<file path="src/rtl/exc_pkg.sv">
// Shared definitions for the exception/interrupt arbiter: cause codes,
// arbiter state encoding and CP0 status bit positions.
package exc_pkg;

  // Cause codes handed to CP0
  localparam logic [4:0] CAUSE_INT = 5'b00000;
  localparam logic [4:0] CAUSE_SYS = 5'b01000;
  localparam logic [4:0] CAUSE_BRK = 5'b01001;
  localparam logic [4:0] CAUSE_TEQ = 5'b01101;

  // Arbiter states
  typedef enum logic [1:0] {
    ST_IDLE    = 2'd0,
    ST_ISSUE   = 2'd1,
    ST_HANDLER = 2'd2,
    ST_RETURN  = 2'd3
  } state_t;

  // CP0 status word bit positions
  localparam int STATUS_IE       = 0;
  localparam int STATUS_IM_BASE  = 8;
  localparam int STATUS_TIMER_IM = 15;

endpackage

</file>
<file path="src/rtl/exc_arbiter_irq_sync.sv">
// irq_sync: multi-stage synchroniser for asynchronous interrupt lines
// followed by a rising-edge detector. rise is a one-cycle pulse per edge.
module irq_sync #(
  parameter int W      = 6,
  parameter int STAGES = 2
) (
  input  logic         clk,
  input  logic         rst,
  input  logic [W-1:0] d_in,
  output logic [W-1:0] rise
);

  logic [STAGES-1:0][W-1:0] sync_q, sync_d;
  logic [W-1:0]             prev_q, prev_d;

  // Shift the raw lines through the synchroniser chain
  always_comb begin
    sync_d    = sync_q;
    sync_d[0] = d_in;
    for (int i = 1; i < STAGES; i++) begin
      sync_d[i] = sync_q[i-1];
    end
    prev_d = sync_q[STAGES-1];
  end

  // Synchroniser and edge-history registers
  always_ff @(posedge clk or negedge rst) begin
    if (!rst) begin
      sync_q <= '0;
      prev_q <= '0;
    end else begin
      sync_q <= sync_d;
      prev_q <= prev_d;
    end
  end

  assign rise = sync_q[STAGES-1] & ~prev_q;

endmodule

</file>
<file path="src/rtl/exc_arbiter.sv">
// exc_arbiter: merges decode traps, eret and external interrupts into a
// single exception/eret/cause/pc stream for CP0, refusing nested traps.
// Optional feature macro TIMER_EN adds a count/compare timer interrupt.
// Handshake: exception/eret are one-cycle registered pulses; cause and pc
// are valid whenever exception is high and hold until the next issue.
module exc_arbiter
  import exc_pkg::*;
#(
  parameter int NUM_IRQ     = 6,
  parameter int SYNC_STAGES = 2
) (
  input  logic               clk,
  input  logic               rst,
  input  logic [NUM_IRQ-1:0] irq_in,
  input  logic [31:0]        status,
  input  logic               syscall,
  input  logic               brk,
  input  logic               teq,
  input  logic               teq_eq,
  input  logic               eret_in,
  input  logic [31:0]        inst_pc,
  input  logic               stall,
  output logic               exception,
  output logic               eret,
  output logic [4:0]         cause,
  output logic [31:0]        pc,
  output logic [NUM_IRQ-1:0] irq_pending,
  output logic               in_handler,
  output logic               double_fault,
  output logic [1:0]         dbg_state
`ifdef TIMER_EN
  ,
  input  logic               cmp_we,
  input  logic [31:0]        cmp_wdata,
  output logic               timer_int
`endif
);

  state_t             state_q, state_d;
  logic               exception_q, exception_d;
  logic               eret_q, eret_d;
  logic [4:0]         cause_q, cause_d;
  logic [31:0]        pc_q, pc_d;
  logic [NUM_IRQ-1:0] pend_q, pend_d;
  logic               in_handler_q, in_handler_d;
  logic               dfault_q, dfault_d;

  logic [NUM_IRQ-1:0] irq_rise;
  logic [NUM_IRQ-1:0] irq_elig;
  logic [NUM_IRQ-1:0] irq_win;
  logic               trap;
  logic               take_int;
  logic               idle_go;
  logic               ret_go;

  irq_sync #(
    .W      (NUM_IRQ),
    .STAGES (SYNC_STAGES)
  ) u_irq_sync (
    .clk  (clk),
    .rst  (rst),
    .d_in (irq_in),
    .rise (irq_rise)
  );

  assign trap     = syscall | brk | (teq & teq_eq);
  assign irq_elig = pend_q & status[STATUS_IM_BASE +: NUM_IRQ] & {NUM_IRQ{status[STATUS_IE]}};
  // Isolate the lowest-indexed eligible line
  assign irq_win  = irq_elig & (~irq_elig + 1'b1);

`ifdef TIMER_EN
  logic [31:0] count_q, count_d;
  logic [31:0] cmp_q, cmp_d;
  logic        tpend_q, tpend_d;
  logic        timer_elig;

  assign timer_elig = tpend_q & status[STATUS_TIMER_IM] & status[STATUS_IE];
  assign take_int   = (|irq_elig) | timer_elig;

  // Free-running count, compare register and timer pending bit
  always_comb begin
    count_d = count_q + 32'd1;
    cmp_d   = cmp_we ? cmp_wdata : cmp_q;
    tpend_d = tpend_q;
    if (idle_go && !trap && !(|irq_elig)) tpend_d = 1'b0;
    if (count_q == cmp_q)                 tpend_d = 1'b1;
    if (cmp_we)                           tpend_d = 1'b0;
  end

  // Timer registers
  always_ff @(posedge clk or negedge rst) begin
    if (!rst) begin
      count_q <= '0;
      cmp_q   <= 32'hFFFF_FFFF;
      tpend_q <= 1'b0;
    end else begin
      count_q <= count_d;
      cmp_q   <= cmp_d;
      tpend_q <= tpend_d;
    end
  end

  assign timer_int = tpend_q;
`else
  assign take_int = |irq_elig;
`endif

  assign idle_go = (state_q == ST_IDLE) && !stall && (trap || take_int);
  assign ret_go  = (state_q == ST_HANDLER) && !stall && eret_in;

  // State register
  always_ff @(posedge clk or negedge rst) begin
    if (!rst) state_q <= ST_IDLE;
    else      state_q <= state_d;
  end

  // Next-state logic; ISSUE and RETURN always complete in one cycle
  always_comb begin
    state_d = state_q;
    case (state_q)
      ST_IDLE:    if (idle_go) state_d = ST_ISSUE;
      ST_ISSUE:   state_d = ST_HANDLER;
      ST_HANDLER: if (ret_go) state_d = ST_RETURN;
      ST_RETURN:  state_d = ST_IDLE;
      default:    state_d = ST_IDLE;
    endcase
  end

  // Output and datapath next values: pulses, cause/pc latch, pending bits
  always_comb begin
    exception_d  = idle_go | ret_go;
    eret_d       = ret_go;
    in_handler_d = (state_d == ST_HANDLER);
    cause_d      = cause_q;
    pc_d         = pc_q;
    dfault_d     = dfault_q | ((state_q == ST_HANDLER) && !stall && trap);
    pend_d       = pend_q;
    if (idle_go) begin
      pc_d = inst_pc;
      if (syscall)           cause_d = CAUSE_SYS;
      else if (brk)          cause_d = CAUSE_BRK;
      else if (teq & teq_eq) cause_d = CAUSE_TEQ;
      else begin
        cause_d = CAUSE_INT;
        pend_d  = pend_q & ~irq_win;
      end
    end
    // A new edge on the clearing cycle keeps the bit set
    pend_d = pend_d | irq_rise;
  end

  // Registered outputs
  always_ff @(posedge clk or negedge rst) begin
    if (!rst) begin
      exception_q  <= 1'b0;
      eret_q       <= 1'b0;
      cause_q      <= '0;
      pc_q         <= '0;
      pend_q       <= '0;
      in_handler_q <= 1'b0;
      dfault_q     <= 1'b0;
    end else begin
      exception_q  <= exception_d;
      eret_q       <= eret_d;
      cause_q      <= cause_d;
      pc_q         <= pc_d;
      pend_q       <= pend_d;
      in_handler_q <= in_handler_d;
      dfault_q     <= dfault_d;
    end
  end

  assign exception    = exception_q;
  assign eret         = eret_q;
  assign cause        = cause_q;
  assign pc           = pc_q;
  assign irq_pending  = pend_q;
  assign in_handler   = in_handler_q;
  assign double_fault = dfault_q;
  assign dbg_state    = state_q;

endmodule
</file>
<file path="config.mk">
export PLATFORM = sky130hd
export DESIGN_NAME = exc_arbiter
export DESIGN_NICKNAME = d
export VERILOG_FILES = /design/src/rtl/exc_pkg.sv /design/src/rtl/exc_arbiter_irq_sync.sv /design/src/rtl/exc_arbiter.sv
export SDC_FILE = /design/constraint.sdc
export NUM_CORES = 1
export LEC_CHECK = 0
export CORE_MARGIN = 2
export CORE_UTILIZATION = 39
export DETAILED_ROUTE_END_ITERATION = 16
export PLACE_DENSITY = 0.85
export SLEW_MARGIN = 30
export SYNTH_ARGS = -nofsm -noshare
export SYNTH_HDL_FRONTEND = slang
export SYNTH_SLANG_ARGS = --single-unit
export TNS_END_PERCENT = 1
</file>
<file path="constraint.sdc">
create_clock -name clk -period 1.9 [get_ports clk]
set_input_delay 0.475 -clock clk [delete_from_list [all_inputs] [get_ports clk]]
set_output_delay 0.475 -clock clk [all_outputs]
set_load 0.005 [all_outputs]
</file>
==> summary.md <==
- vias after detailed routing: 1782
- core outline area: 5990 um^2
- die area: 6950 um^2
- Crit Path Class: input pin to register
- number of cells traversed by the worst register-to-register path: 8
- via count of the first global-routing pass: 1815
- largest net degree at the start of global routing: 66
- FF-to-FF Start: dbg_state[0]
- Vert. Die Dim: 83.4 um
- Avg Inst Size Synth: 14.5 um^2
- depth of the CTS H-tree: 3
- endpoints failing hold: 0
- Sw Pwr: 1.41 mW
- sw frac: 0.253
- count of antenna diodes in the layout: 0
- Skew-Pair Late Insertion Delay: 0.34 ns
- global-route wire length before repair: 8.31 mm
- startpoint type of the worst setup path: input pin
- portion of the post-synthesis area used by sequential elements: 0.662
- clock root buffer: clkbuf_8
- number of maximum-capacitance constraint violations: 0
- final total power: 5.60 mW
- master of the slowest instance on the critical path: clkdlybuf4s50_1
- final-layout worst hold slack: 0.145 ns
- Total Neg Setup Slack: 0 ns
- number of setup violations in the final report: 0
- share of power burned in the clock network: 0.261
- HPWL after detailed placement: 3.53 mm
- leakage power: 1.81 nW
- TritonCTS sink count: 65
- synthesized area: 2460 um^2
- type of destination of the critical path: register
- crit-path most repeated cell: buf_4
- overall routing resource usage: 0.152
- share of the clock period used by the worst path after layout: 0.993
- flip-flop and latch count after synthesis: 65
- worst reg2reg setup slack: 0.04 ns
- power density over the cells: 1400 nW/um^2
- global-route congestion overflow total: 0
- Comb power frac: 0.375
- layout net count: 376
- worst clock skew: 0.00772 ns
- clock input transition at the sequential cells of the worst setup and hold paths: 0.08 ns
- effective utilization at floorplan: 0.410
- Std-Cell Rows: 28
- number of buffers inserted during clock tree synthesis: 9
- vias per cell: 4.75
- pins over their slew limit: 0
- clk buf depth: 2
- Worst EP arrival: 2.11 ns
- sequence of cells on the critical path: clkdlybuf4s50_1 -> a211oi_4 -> a21boi_4 -> clkbuf_16 -> buf_4 -> buf_4 -> or2_2
- sequential power share: 0.365
- maximum fanout along the worst path: 4
- drt pass-1 iters: 4
- Max rail drop VDD: 678 uV
- final worst-path setup slack: 0.0134 ns
- minimum clock period: 1.89 ns
- FILL cells: 424
- fraction of final layout cells with drive strength greater than 1: 0.260
- data required time at the worst endpoint: 2.12 ns
- width of the die: 83.4 um
- count of unique library cells instantiated by Yosys: 29
- Max Fclk: 530 MHz
- internal power: 4.19 mW
- number of remaining DRC errors: 0
- CP max stage delay: 0.47 ns
- total detailed-routing wirelength: 5.53 mm
- class of the tightest hold or removal check: input pin to async pin
- Synth warnings: 0
- DP Cell Count: 349
- synthesis-to-finish area growth: 63.0%
- capture instance of the worst register-to-register path: exception
- core occupancy in the finished layout: 0.669
- Final Non-Filler Cells: 375
- synthesized instance count: 170
- routed len/inst: 14.8 um
- routability cong.: 0.759
- result of the run: completed
- Final Instance Area: 4010 um^2
- CTS tree: yes
- number of buffers added on ports: 99
- Post-DP Area: 3590 um^2
- Antenna Violating Nets Remaining: 0
- boundary pin count: 127
- number of design-rule violations left by the first detailed-router iteration: 71
- initial antenna violation count: 0
- worst setup slack after placement: -0.395 ns
## power groups by stage
stage | Clock [mW] | Combinational (mW) | Sequential (mW)
global route | 1.57 | 2.24 | 2.11
detailed placement | 0 | 1.92 | 2.07
finish | 1.46 | 2.10 | 2.04
global placement | 0 | 1.88 | 2.04
floorplan | 0 | 0.742 | 2.10
CTS | 1.50 | 1.93 | 2.05
## layout by cell type (no fill, tap or decap), drive strengths merged, types with 3 or more instances in the layout
cell	count
clkdlybuf4s50	89
dfrtp	65
mux2	33
buf	18
inv	16
clkbuf	13
o21ai	8
dlymetal6s2s	8
nand2	7
a21oi	4
nor2	4
ha	3
bufinv	3
a22oi	3
## synthesized netlist by cell type
cell type	number	share of area
mux2_2	33	0.15
nand3_1	1	0.0020
a211oi_4	1	0.0081
ha_1	3	0.015
and4_1	1	0.0036
o21bai_1	1	0.0031
and3_1	1	0.0025
a21boi_4	1	0.0076
nand4_1	2	0.0051
conb_1	1	0.0015
or2_2	1	0.0025
a41o_2	1	0.0046
buf_6	4	0.018
nor2_1	4	0.0061
o31a_1	1	0.0036
o31ai_1	2	0.0061
buf_4	2	0.0061
and2b_2	1	0.0036
nand3b_1	1	0.0031
mux2i_1	1	0.0041
inv_1	16	0.024
a31oi_1	1	0.0025
dfrtp_1	65	0.66
nand2b_1	2	0.0051
nand2_1	7	0.011
o21ai_0	8	0.016
a21oi_1	4	0.0081
a22oi_1	3	0.0092
a221oi_1	1	0.0036
## layer usage
metal,vias to the layer above,part of all wire,track usage
li1,824,-,-
met1,872,0.43,0.177
met2,73,0.48,0.241
met3,13,0.071,0.0547
met4,0,0.024,0.0909
met5,-,0,0
## flip-flops by register name, indices dropped and copies added, names as in the netlist
register           count
double_fault           1
in_handler             1
u_irq_sync.sync_d      6
pc                    32
cause                  3
dbg_state              2
u_irq_sync.prev_d      6
irq_pending            6
eret                   1
u_irq_sync.prev_q      6
exception              1
## timing repair
action / CTS / global route
hold buffers: 0 / 0
buffers inserted: 0 / 7
gates cloned: 0 / 3
pin swaps: 0 / 4
gates resized for setup: 2 / 13
setup endpoints to repair: 18 / 14
## critical path, delay by kind of cell
kind            cells  cell delay, ns
buf+inv             4            0.91
compound gates      2            0.46
simple gates        1            0.26
## cell type report
class                           instances  area, um^2  share of cell area
Clock buffer                           10         138              0.0344
Clock inverter                          6         115              0.0287
Inverter                               16        60.1              0.0150
Multi-Input combinational cell         84         724               0.181
Sequential cell                        65        1630               0.406
Tap cell                               75        93.8              0.0234
Timing Repair Buffer                  119        1250               0.312
## worst max path at each step
stage / start / to / slack, ns / cells past startpoint
2_1_floorplan: status[8] / pc[0] / 0.27 / 5
5_1_grt: dbg_state[0] / exception / -0.02 / 8
3_3_place_gp: status[8] / pc[22] / -0.36 / 6
4_1_cts: status[12] / pc[23] / 0.02 / 6
3_5_place_dp: status[8] / pc[23] / -0.39 / 6
6_report: teq / exception / 0.01 / 7
## cell families after synthesis
kind of cell               after synthesis  share of synthesized area
and+or+nand+nor                         21                     0.0443
adders and majority gates                3                     0.0153
muxes                                   34                      0.155
buffers and inverters                   22                     0.0489
AOI/OAI and AO/OA                       24                     0.0728
other                                    1                    0.00153
DFF                                     65                      0.662
(Power assumes the default switching activity.)
